File: src/rtl/cpu_pkg.sv
// Shared opcodes, FSM states and control bundle
// for the multi-cycle control unit.
package cpu_pkg;

  localparam logic [4:0] OP_RMAX = 5'b01010;
  localparam logic [4:0] OP_MOVI = 5'b10110;
  localparam logic [4:0] OP_LD   = 5'b11000;
  localparam logic [4:0] OP_ST   = 5'b11001;
  localparam logic [4:0] OP_JMP  = 5'b11100;
  localparam logic [4:0] OP_BZ   = 5'b11101;
  localparam logic [4:0] OP_BP   = 5'b11110;
  localparam logic [4:0] OP_HALT = 5'b11111;

  localparam logic [3:0] ALU_PASS_B = 4'b1011;

  localparam int OP_HI  = 15;
  localparam int OP_LO  = 11;
  localparam int RD_HI  = 10;
  localparam int RD_LO  = 8;
  localparam int RS_HI  = 7;
  localparam int RS_LO  = 5;
  localparam int RT_HI  = 4;
  localparam int RT_LO  = 2;
  localparam int IMM_HI = 7;

  typedef enum logic [2:0] {
    FETCH,
    DECODE,
    EXECUTE,
    WRITEBACK,
    HALT
  } state_t;

  typedef struct packed {
    logic [2:0] rd;
    logic [2:0] rs;
    logic [2:0] rt;
    logic [7:0] imm8;
    logic [3:0] alu_sel;
    logic       imm_sel;
    logic       mem_sel;
    logic       rf_we;
    logic       mem_we;
    logic       alu_cls;
    logic       jmp;
    logic       bz;
    logic       bp;
    logic       halt;
  } ctrl_t;

  function automatic logic is_rtype(
    input logic [4:0] op
  );
    return op <= OP_RMAX;
  endfunction

endpackage

File: src/rtl/instr_decoder.sv
// Combinational decode of one 16-bit
// instruction into the control bundle.
module instr_decoder
  import cpu_pkg::*;
(
  input  logic [15:0] ir,
  output ctrl_t       ctrl
);

  logic [4:0] op;

  assign op = ir[OP_HI:OP_LO];

  always_comb begin
    ctrl      = '0;
    ctrl.rd   = ir[RD_HI:RD_LO];
    ctrl.rs   = ir[RS_HI:RS_LO];
    ctrl.rt   = ir[RT_HI:RT_LO];
    ctrl.imm8 = ir[IMM_HI:0];
    unique case (1'b1)
      is_rtype(op): begin
        ctrl.alu_sel = op[3:0];
        ctrl.rf_we   = 1'b1;
        ctrl.alu_cls = 1'b1;
      end
      (op == OP_MOVI): begin
        ctrl.alu_sel = ALU_PASS_B;
        ctrl.imm_sel = 1'b1;
        ctrl.rf_we   = 1'b1;
        ctrl.alu_cls = 1'b1;
      end
      (op == OP_LD): begin
        ctrl.mem_sel = 1'b1;
        ctrl.rf_we   = 1'b1;
      end
      (op == OP_ST):   ctrl.mem_we = 1'b1;
      (op == OP_JMP):  ctrl.jmp    = 1'b1;
      (op == OP_BZ):   ctrl.bz     = 1'b1;
      (op == OP_BP):   ctrl.bp     = 1'b1;
      (op == OP_HALT): ctrl.halt   = 1'b1;
      default: ;
    endcase
  end

endmodule

File: src/rtl/control_unit.sv
// Fetch/decode/execute/write-back sequencer
// driving the datapath control inputs.
module control_unit
  import cpu_pkg::*;
#(
  parameter int PC_WIDTH   = 8,
  parameter int DATA_WIDTH = 16
) (
  input  logic                  clock,
  input  logic                  reset,
  input  logic                  enable,
  output logic [PC_WIDTH-1:0]   pc,
  input  logic [DATA_WIDTH-1:0] instr_in,
  input  logic                  zero_flag,
  input  logic                  pos_flag,
  output logic                  rf_write,
  output logic [2:0]            rs_addr,
  output logic [2:0]            rt_addr,
  output logic [2:0]            rd_addr,
  output logic [DATA_WIDTH-1:0] imm_data,
  output logic [3:0]            alu_sel,
  output logic                  imm_sel,
  output logic                  mem_write,
  output logic                  mem_sel,
  output logic                  halted
);

  state_t        state_q;
  state_t        state_d;
  logic [15:0]   ir_q;
  logic [15:0]   dec_in;
  ctrl_t         ctrl;
  logic          zf_q;
  logic          pf_q;
  logic          take;
  logic          run;

  // In DECODE the word is still on the bus;
  // afterwards ir_q is the source of truth.
  assign dec_in = (state_q == DECODE) ?
                  instr_in[15:0] : ir_q;

  instr_decoder u_dec (
    .ir   (dec_in),
    .ctrl (ctrl)
  );

  assign take = ctrl.jmp
              | (ctrl.bz & zf_q)
              | (ctrl.bp & pf_q);

  always_comb begin
    state_d = state_q;
    unique case (state_q)
      FETCH:     state_d = DECODE;
      DECODE:    state_d = EXECUTE;
      EXECUTE:   state_d = ctrl.halt ?
                           HALT : WRITEBACK;
      WRITEBACK: state_d = FETCH;
      HALT:      state_d = HALT;
      default:   state_d = FETCH;
    endcase
  end

  always_ff @(posedge clock) begin
    if (!reset) begin
      state_q  <= FETCH;
      pc       <= '0;
      ir_q     <= '0;
      zf_q     <= 1'b0;
      pf_q     <= 1'b0;
      rs_addr  <= '0;
      rt_addr  <= '0;
      rd_addr  <= '0;
      imm_data <= '0;
      alu_sel  <= '0;
      imm_sel  <= 1'b0;
      mem_sel  <= 1'b0;
    end else if (enable) begin
      state_q <= state_d;
      if (state_q == DECODE) begin
        ir_q     <= instr_in[15:0];
        pc       <= pc + PC_WIDTH'(1);
        rs_addr  <= ctrl.rs;
        rt_addr  <= ctrl.rt;
        rd_addr  <= ctrl.rd;
        imm_data <= DATA_WIDTH'(ctrl.imm8);
        alu_sel  <= ctrl.alu_sel;
        imm_sel  <= ctrl.imm_sel;
        mem_sel  <= ctrl.mem_sel;
      end
      if (state_q == EXECUTE) begin
        if (ctrl.alu_cls) begin
          zf_q <= zero_flag;
          pf_q <= pos_flag;
        end
        if (take) pc <= PC_WIDTH'(ctrl.imm8);
      end
    end
  end

  // Strobes drop while frozen or in reset and
  // come back for one cycle once the FSM moves.
  assign run = reset & enable;

  assign rf_write  = run
                   & (state_q == WRITEBACK)
                   & ctrl.rf_we;
  assign mem_write = run
                   & (state_q == EXECUTE)
                   & ctrl.mem_we;
  assign halted    = (state_q == HALT);

endmodule

File: config.mk
export PLATFORM = sky130hd
export DESIGN_NAME = control_unit
export DESIGN_NICKNAME = d
export VERILOG_FILES = /design/src/rtl/cpu_pkg.sv /design/src/rtl/instr_decoder.sv /design/src/rtl/control_unit.sv
export SDC_FILE = /design/constraint.sdc
export NUM_CORES = 1
export LEC_CHECK = 0
export ABC_AREA = 1
export BUFFER_PORTS_ARGS = -buffer_cell sky130_fd_sc_hd__buf_2
export CORE_MARGIN = 1
export CORE_UTILIZATION = 47
export DETAILED_ROUTE_END_ITERATION = 8
export PLACE_DENSITY = 0.75
export SYNTH_ARGS = -nofsm -noshare
export SYNTH_HDL_FRONTEND = slang
export SYNTH_SLANG_ARGS = --single-unit
File: constraint.sdc
create_clock -name clock -period 1.4 [get_ports clock]
set_input_delay 0.07 -clock clock [delete_from_list [all_inputs] [get_ports clock]]
set_output_delay 0.07 -clock clock [all_outputs]
set_load 0.1 [all_outputs]
After elaboration in Yosys (flattened, before gate mapping)
Index checks and enable logic that the tools add are counted.
{ "totals": {"in_bits": 21, "output_inout_bits": 42, "reg_bits": 52, "wordCells": 55} }
{ "classes": {"n_addsub": 1, "n_lt_le_gt_ge": 1, "n_mux": 16, "n_bitwise": 9, "n_reduce_logical": 5, "eq_ne": 11} }
{ "op_table": {"columns": ["cell", "n"], "rows": [
  ["5-bit == test, second input constant", 7],
  ["8-bit two-way mux", 3],
  ["16-bit two-way mux", 1],
  ["3-bit one-hot mux with 4 select lines", 1],
  ["1-bit two-way mux", 9],
  ["8-bit by 1-bit adder with 8-bit output, second input constant", 1],
  ["4-bit one-hot mux with 2 select lines", 1],
  ["1-bit AND", 7],
  ["3-bit by 2-bit == test with 1-bit output, second input constant", 2],
  ["5-bit by 4-bit less-or-equal comparator with 1-bit output, second input constant", 1],
  ["3-bit by 1-bit == test with 1-bit output, second input constant", 1],
  ["3-bit == test, second input constant", 1],
  ["3-bit zero test", 1],
  ["3-bit two-way mux", 1],
  ["3-bit AND reduction", 1],
  ["3-bit OR reduction", 1],
  ["1-bit bitwise OR", 2],
  ["2-bit AND reduction", 1],
  ["2-bit OR reduction", 1]
]} }

Longest topological paths before layout
{ "logic_depth": {"depth_word": 9, "mapped_depth": 12, "mapped_depth_nobuf": 11} }

By module
A second synthesis with hierarchy kept.
{ "hier_totals": {"cells_unflattened": 417, "area_unflattened_um2": 2766.4} }
{ "modules_own_cells": {"columns": ["module", "cells_per_inst", "seq_area_each_um2", "instances", "area_each_um2"], "rows": [
  ["control_unit", 367, 1041.0, 1, 2462.4],
  ["instr_decoder", 50, 0.0, 1, 304.0]
]} }

Worst setup path before layout
OpenSTA, ideal clock, no wires.
{ "synth_timing": {"path_type": "flip-flop to output port", "start": "reg state_q[1]", "end": "out mem_write", "t_arrival_ps": 3758, "path_stages_with_launch": 9, "n_path_buf": 1, "setup_slack_ps": -2428, "t_required_ps": 1330, "cell_sequence": "dfxtp_1 > buf_6 > nor2_8 > nand2_4 > nand2_2 > nand2_2 > inv_1 > nand2_1 > nor4_1"} }
{ "synth_between": {"elab_chain_len": 5, "word_cells_on_any_way": 7, "cone_classes": "3 x eq/ne; 2 x mux; 2 x bitwise"} }
{ "synth_rtl": {"columns": ["element", "line_no", "source"], "rows": [
  ["start, declared", "control_unit.sv:28", "state_t state_q;"],
  ["start signal, assigned", "control_unit.sv:80", "state_q <= state_d;"],
  ["3-bit by 1-bit == test with 1-bit output", "control_unit.sv:40", "assign dec_in = (state_q == DECODE) ?"],
  ["16-bit two-way mux", null, null],
  ["5-bit == test", "instr_decoder.sv:36", "(op == OP_ST): ctrl.mem_we = 1'b1;"],
  ["1-bit two-way mux", "instr_decoder.sv:20", "unique case (1'b1)"],
  ["1-bit AND *", "control_unit.sv:111", "& ctrl.mem_we;"],
  ["end, declared", "control_unit.sv:23", "output logic mem_write,"]
]} }
Mark *: on every way between the ends. The rest lies on a longest branch, timed or not.

Worst setup path after layout
{ "layout_timing": {"start": "reg state_q[1]", "end": "out rf_write"} }
{ "layout_between": {"elab_chain_len": 6, "word_cells_on_any_way": 10, "cone_classes": "1 x order compare; 4 x eq/ne; 2 x mux; 2 x bitwise; 1 x reduce/logical"} }
{ "layout_rtl": {"columns": ["element", "line_no", "source"], "rows": [
  ["3-bit by 1-bit == test with 1-bit output", "control_unit.sv:40", null],
  ["16-bit two-way mux", null, null],
  ["5-bit by 4-bit less-or-equal comparator with 1-bit output, or another cell as far along", "cpu_pkg.sv:54", "return op <= OP_RMAX;"],
  ["3-bit OR reduction (no line)", null, null],
  ["1-bit two-way mux", "instr_decoder.sv:20", null],
  ["1-bit AND *", "control_unit.sv:108", "& ctrl.rf_we;"],
  ["end, declared", "control_unit.sv:16", "output logic rf_write,"]
]} }
Marks and branches as above.

==> flow_metrics.env <==
export IMPL_hold_viol=0
export IMPL_avgSynthCellArea_sq_um=6.83
export IMPL_crit_arrival_ns=1.98
export IMPL_critical_path_startpoint_type="flop"
export IMPL_clockBufferDepth=2
export IMPL_grt_pass1_vias=2320
export IMPL_synth_top_area_cell="dfxtp_1"
export IMPL_antenna_found_initial=0
export IMPL_post_dp_hpwl_um=4270
export IMPL_final_nets=462
export IMPL_ff2ff_path_depth=13
export IMPL_grt_pass1_wl_um=10300
export IMPL_dp_slack_ns=-0.263
export IMPL_drtIter0Drc=154
export IMPL_drive_above_1_share=0.451
export IMPL_htreeDepth=2
export IMPL_crit_cells=12
export IMPL_ys_async_sr_fraction=0
export IMPL_cts_tree="yes"
export IMPL_hp_class="input port to flop"
export IMPL_grt_util_all_layers=0.250
export IMPL_leakagePower_nw=1.58
export IMPL_stdcell_count=508
export IMPL_critical_path_class="flop to primary output"
export IMPL_area_growth_pct=46.3
export IMPL_cts_root_buf="clkbuf_8"
export IMPL_first_pass_iters=4
export IMPL_n_antenna_cell=0
export IMPL_drc=0
export IMPL_p_seq_frac=0.386
export IMPL_path_clk_slew_ns=0.08
export IMPL_netlist_instances=348
export IMPL_critPathMaxStageDelay_ns=0.37
export IMPL_final_util=0.727
export IMPL_end_kind="primary output"
export IMPL_tns_ns=-9.51
export IMPL_holdBufCountCts=0
export IMPL_port_buffers=54
export IMPL_finalWirelength_um=6950
export IMPL_final_common_cell="nand2_1"
export IMPL_p_clk_frac=0.297
export IMPL_cp_top_family="simple AND/OR/NAND/NOR gates"
export IMPL_die_y_um=73.1
export IMPL_violations="negative setup slack"
export IMPL_cts_made_buffers=5
export IMPL_grt_max_degree=19
export IMPL_setup_violations=42
export IMPL_place_area_sq_um=3000
export IMPL_hold_depth=3
export IMPL_dieArea_sq_um=5340
export IMPL_vdd_drop_max_mv=0.836
export IMPL_drv_slew=0
export IMPL_power_density_nw_per_um2=979
export IMPL_holdWs_ns=0.0446
export IMPL_synth_edf_count=0
export IMPL_fin_worst_skew_ns=0.00353
export IMPL_core_sq_um=4790
export IMPL_cts_sinks=43
export IMPL_ys_ff_latch=43
export IMPL_vias=2622
export IMPL_grt_overflow=0
export IMPL_pin_count=63
export IMPL_ant_nets=0
export IMPL_synth_cell_types=27
export IMPL_period_minus_slack_ns=2.05
export IMPL_crit_buf_inv=3
export IMPL_synth_area_leaders="dfxtp_1 36%, nand2_1 13%, a21oi_1 9.7%"
export IMPL_outcome="complete, but fails checks"
export IMPL_total_power_mw=3.40
export IMPL_die_w_um=73.1
export IMPL_drv_cap=0
export IMPL_placementRows=25
export IMPL_fmax_mhz=487
export IMPL_worst_endpoint_required_ns=1.33
export IMPL_final_cell_mix="74 x nand2_1, 52 x buf_2, 43 x buf_4"
export IMPL_yosysSeqAreaShare=0.362
export IMPL_rsz0062_at_grt="true"
export IMPL_gp_congestion=0.887
export IMPL_switching_power_mw=1.27
export IMPL_dp_cells=480
export IMPL_n_fill_cell=359
export IMPL_yosys_warnings=0
export IMPL_final_area_sq_um=3480
export IMPL_avgRoutedWirePerCell_um=13.7
export IMPL_combPwrFrac=0.317
export IMPL_period_share=1.47
export IMPL_path_max_fanout=8
export IMPL_register_area_sq_um=907
export IMPL_synth_area_sq_um=2380
export IMPL_internal_power_mw=2.14
export IMPL_multiInputGateArea_sq_um=1460
export IMPL_clk_insertion_delay_late_ns=0.30
export IMPL_via_per_inst=5.16
export IMPL_slowest_stage="dfxtp_4"
export IMPL_setup_slack_ns=-0.652
export IMPL_synth_top_area_frac=0.362
export IMPL_initial_core_util=0.496
export IMPL_timing_critical_path_cells="nor2_8 -> nand2_8 -> nand2_4 -> nand2_4 -> inv_2 -> nand2_2 -> nor3_2 -> nand2_1 -> nand3_2 -> nand2_2 -> clkinvlp_4 -> buf_12"
export IMPL_synth_top_flop_cell="dfxtp_1"
export IMPL_p_sw_frac=0.373
## cells by family (layout without fill, tap and decap cells)
logic type               Yosys count  after routing  synth area share
AO/OA/AOI/OAI                     72             72             0.154
XOR/XNOR                           4              4            0.0147
adder cells (fa/ha/maj)            1              1           0.00527
buffers and inverters             72            158             0.149
flip-flops                        43             43             0.362
other                              1              8           0.00158
AND/OR/NAND/NOR                  155            155             0.313
## metal layers
metal | vias to the layer above | global-route usage | share of wire | wire (um)
met3 | 17 | 0.0511 | 0.064 | 447
li1 | 1281 | - | - | -
met2 | 100 | 0.415 | 0.48 | 3350
met5 | - | 0 | 0 | 0
met4 | 0 | 0.0915 | 0.019 | 131
met1 | 1224 | 0.320 | 0.43 | 3020
## final cells by class
type | instances | area share
multi-input cells | 240 | 0.420
flip-flops and latches | 43 | 0.261
repair buffers | 104 | 0.207
inverters | 44 | 0.0507
well taps | 67 | 0.0241
clock buffers | 6 | 0.0237
clock inverters | 2 | 0.0101
repair inverters | 2 | 0.00360
## state kept, by name, indices dropped and copies added (netlist names)
| signal | cells |
|---|---|
| alu_sel | 4 |
| imm_data | 3 |
| imm_sel | 1 |
| ir_q | 13 |
| mem_sel | 1 |
| pc | 8 |
| pf_q | 1 |
| rd_addr | 3 |
| rs_addr | 3 |
| rt_addr | 2 |
| state_q | 3 |
| zf_q | 1 |
## power groups by stage
| stage | Sequential (mW) | Clock [mW] | Combinational (mW) |
|---|---|---|---|
| final | 1.31 | 1.01 | 1.08 |
| after global routing | 1.32 | 1.06 | 1.14 |
| after CTS | 1.31 | 1.02 | 0.981 |
| after detailed placement | 1.34 | 0 | 0.930 |
| after global placement | 1.34 | 0 | 0.920 |
| after floorplan | 1.55 | 0 | 0.563 |
## cell usage after synthesis, types with 3 or more instances
cell       n
nand2_1   81
a21oi_1   46
dfxtp_1   43
inv_1     41
nand3_1   38
o21ai_0   17
buf_4     15
nor2_1    15
nand2_2    7
o21ai_1    7
clkbuf_1   6
nand2_4    5
buf_2      4
xor2_1     4
buf_6      3
## repair_timing
item / in CTS / in global routing
setup endpoints to repair: 43 / 43
cloned: 2 / 1
pin swaps: 12 / 12
gates resized for setup: 20 / 34
setup buffers: 10 / 8
## worst paths after layout
path                    start           to  slack, ns
setup / recovery   state_q[1]     rf_write      -0.65
setup reg to reg   state_q[1]   alu_sel[0]      -0.43
hold reg to reg   imm_data[0]  imm_data[0]       0.44
hold / removal    instr_in[8]   rd_addr[0]       0.04
## worst min-delay path, cell delays in order
cell	delay, ns
buf_2	0.08
o21ai_2	0.05
a21oi_1	0.10
Power figures use the tool's default switching activity.
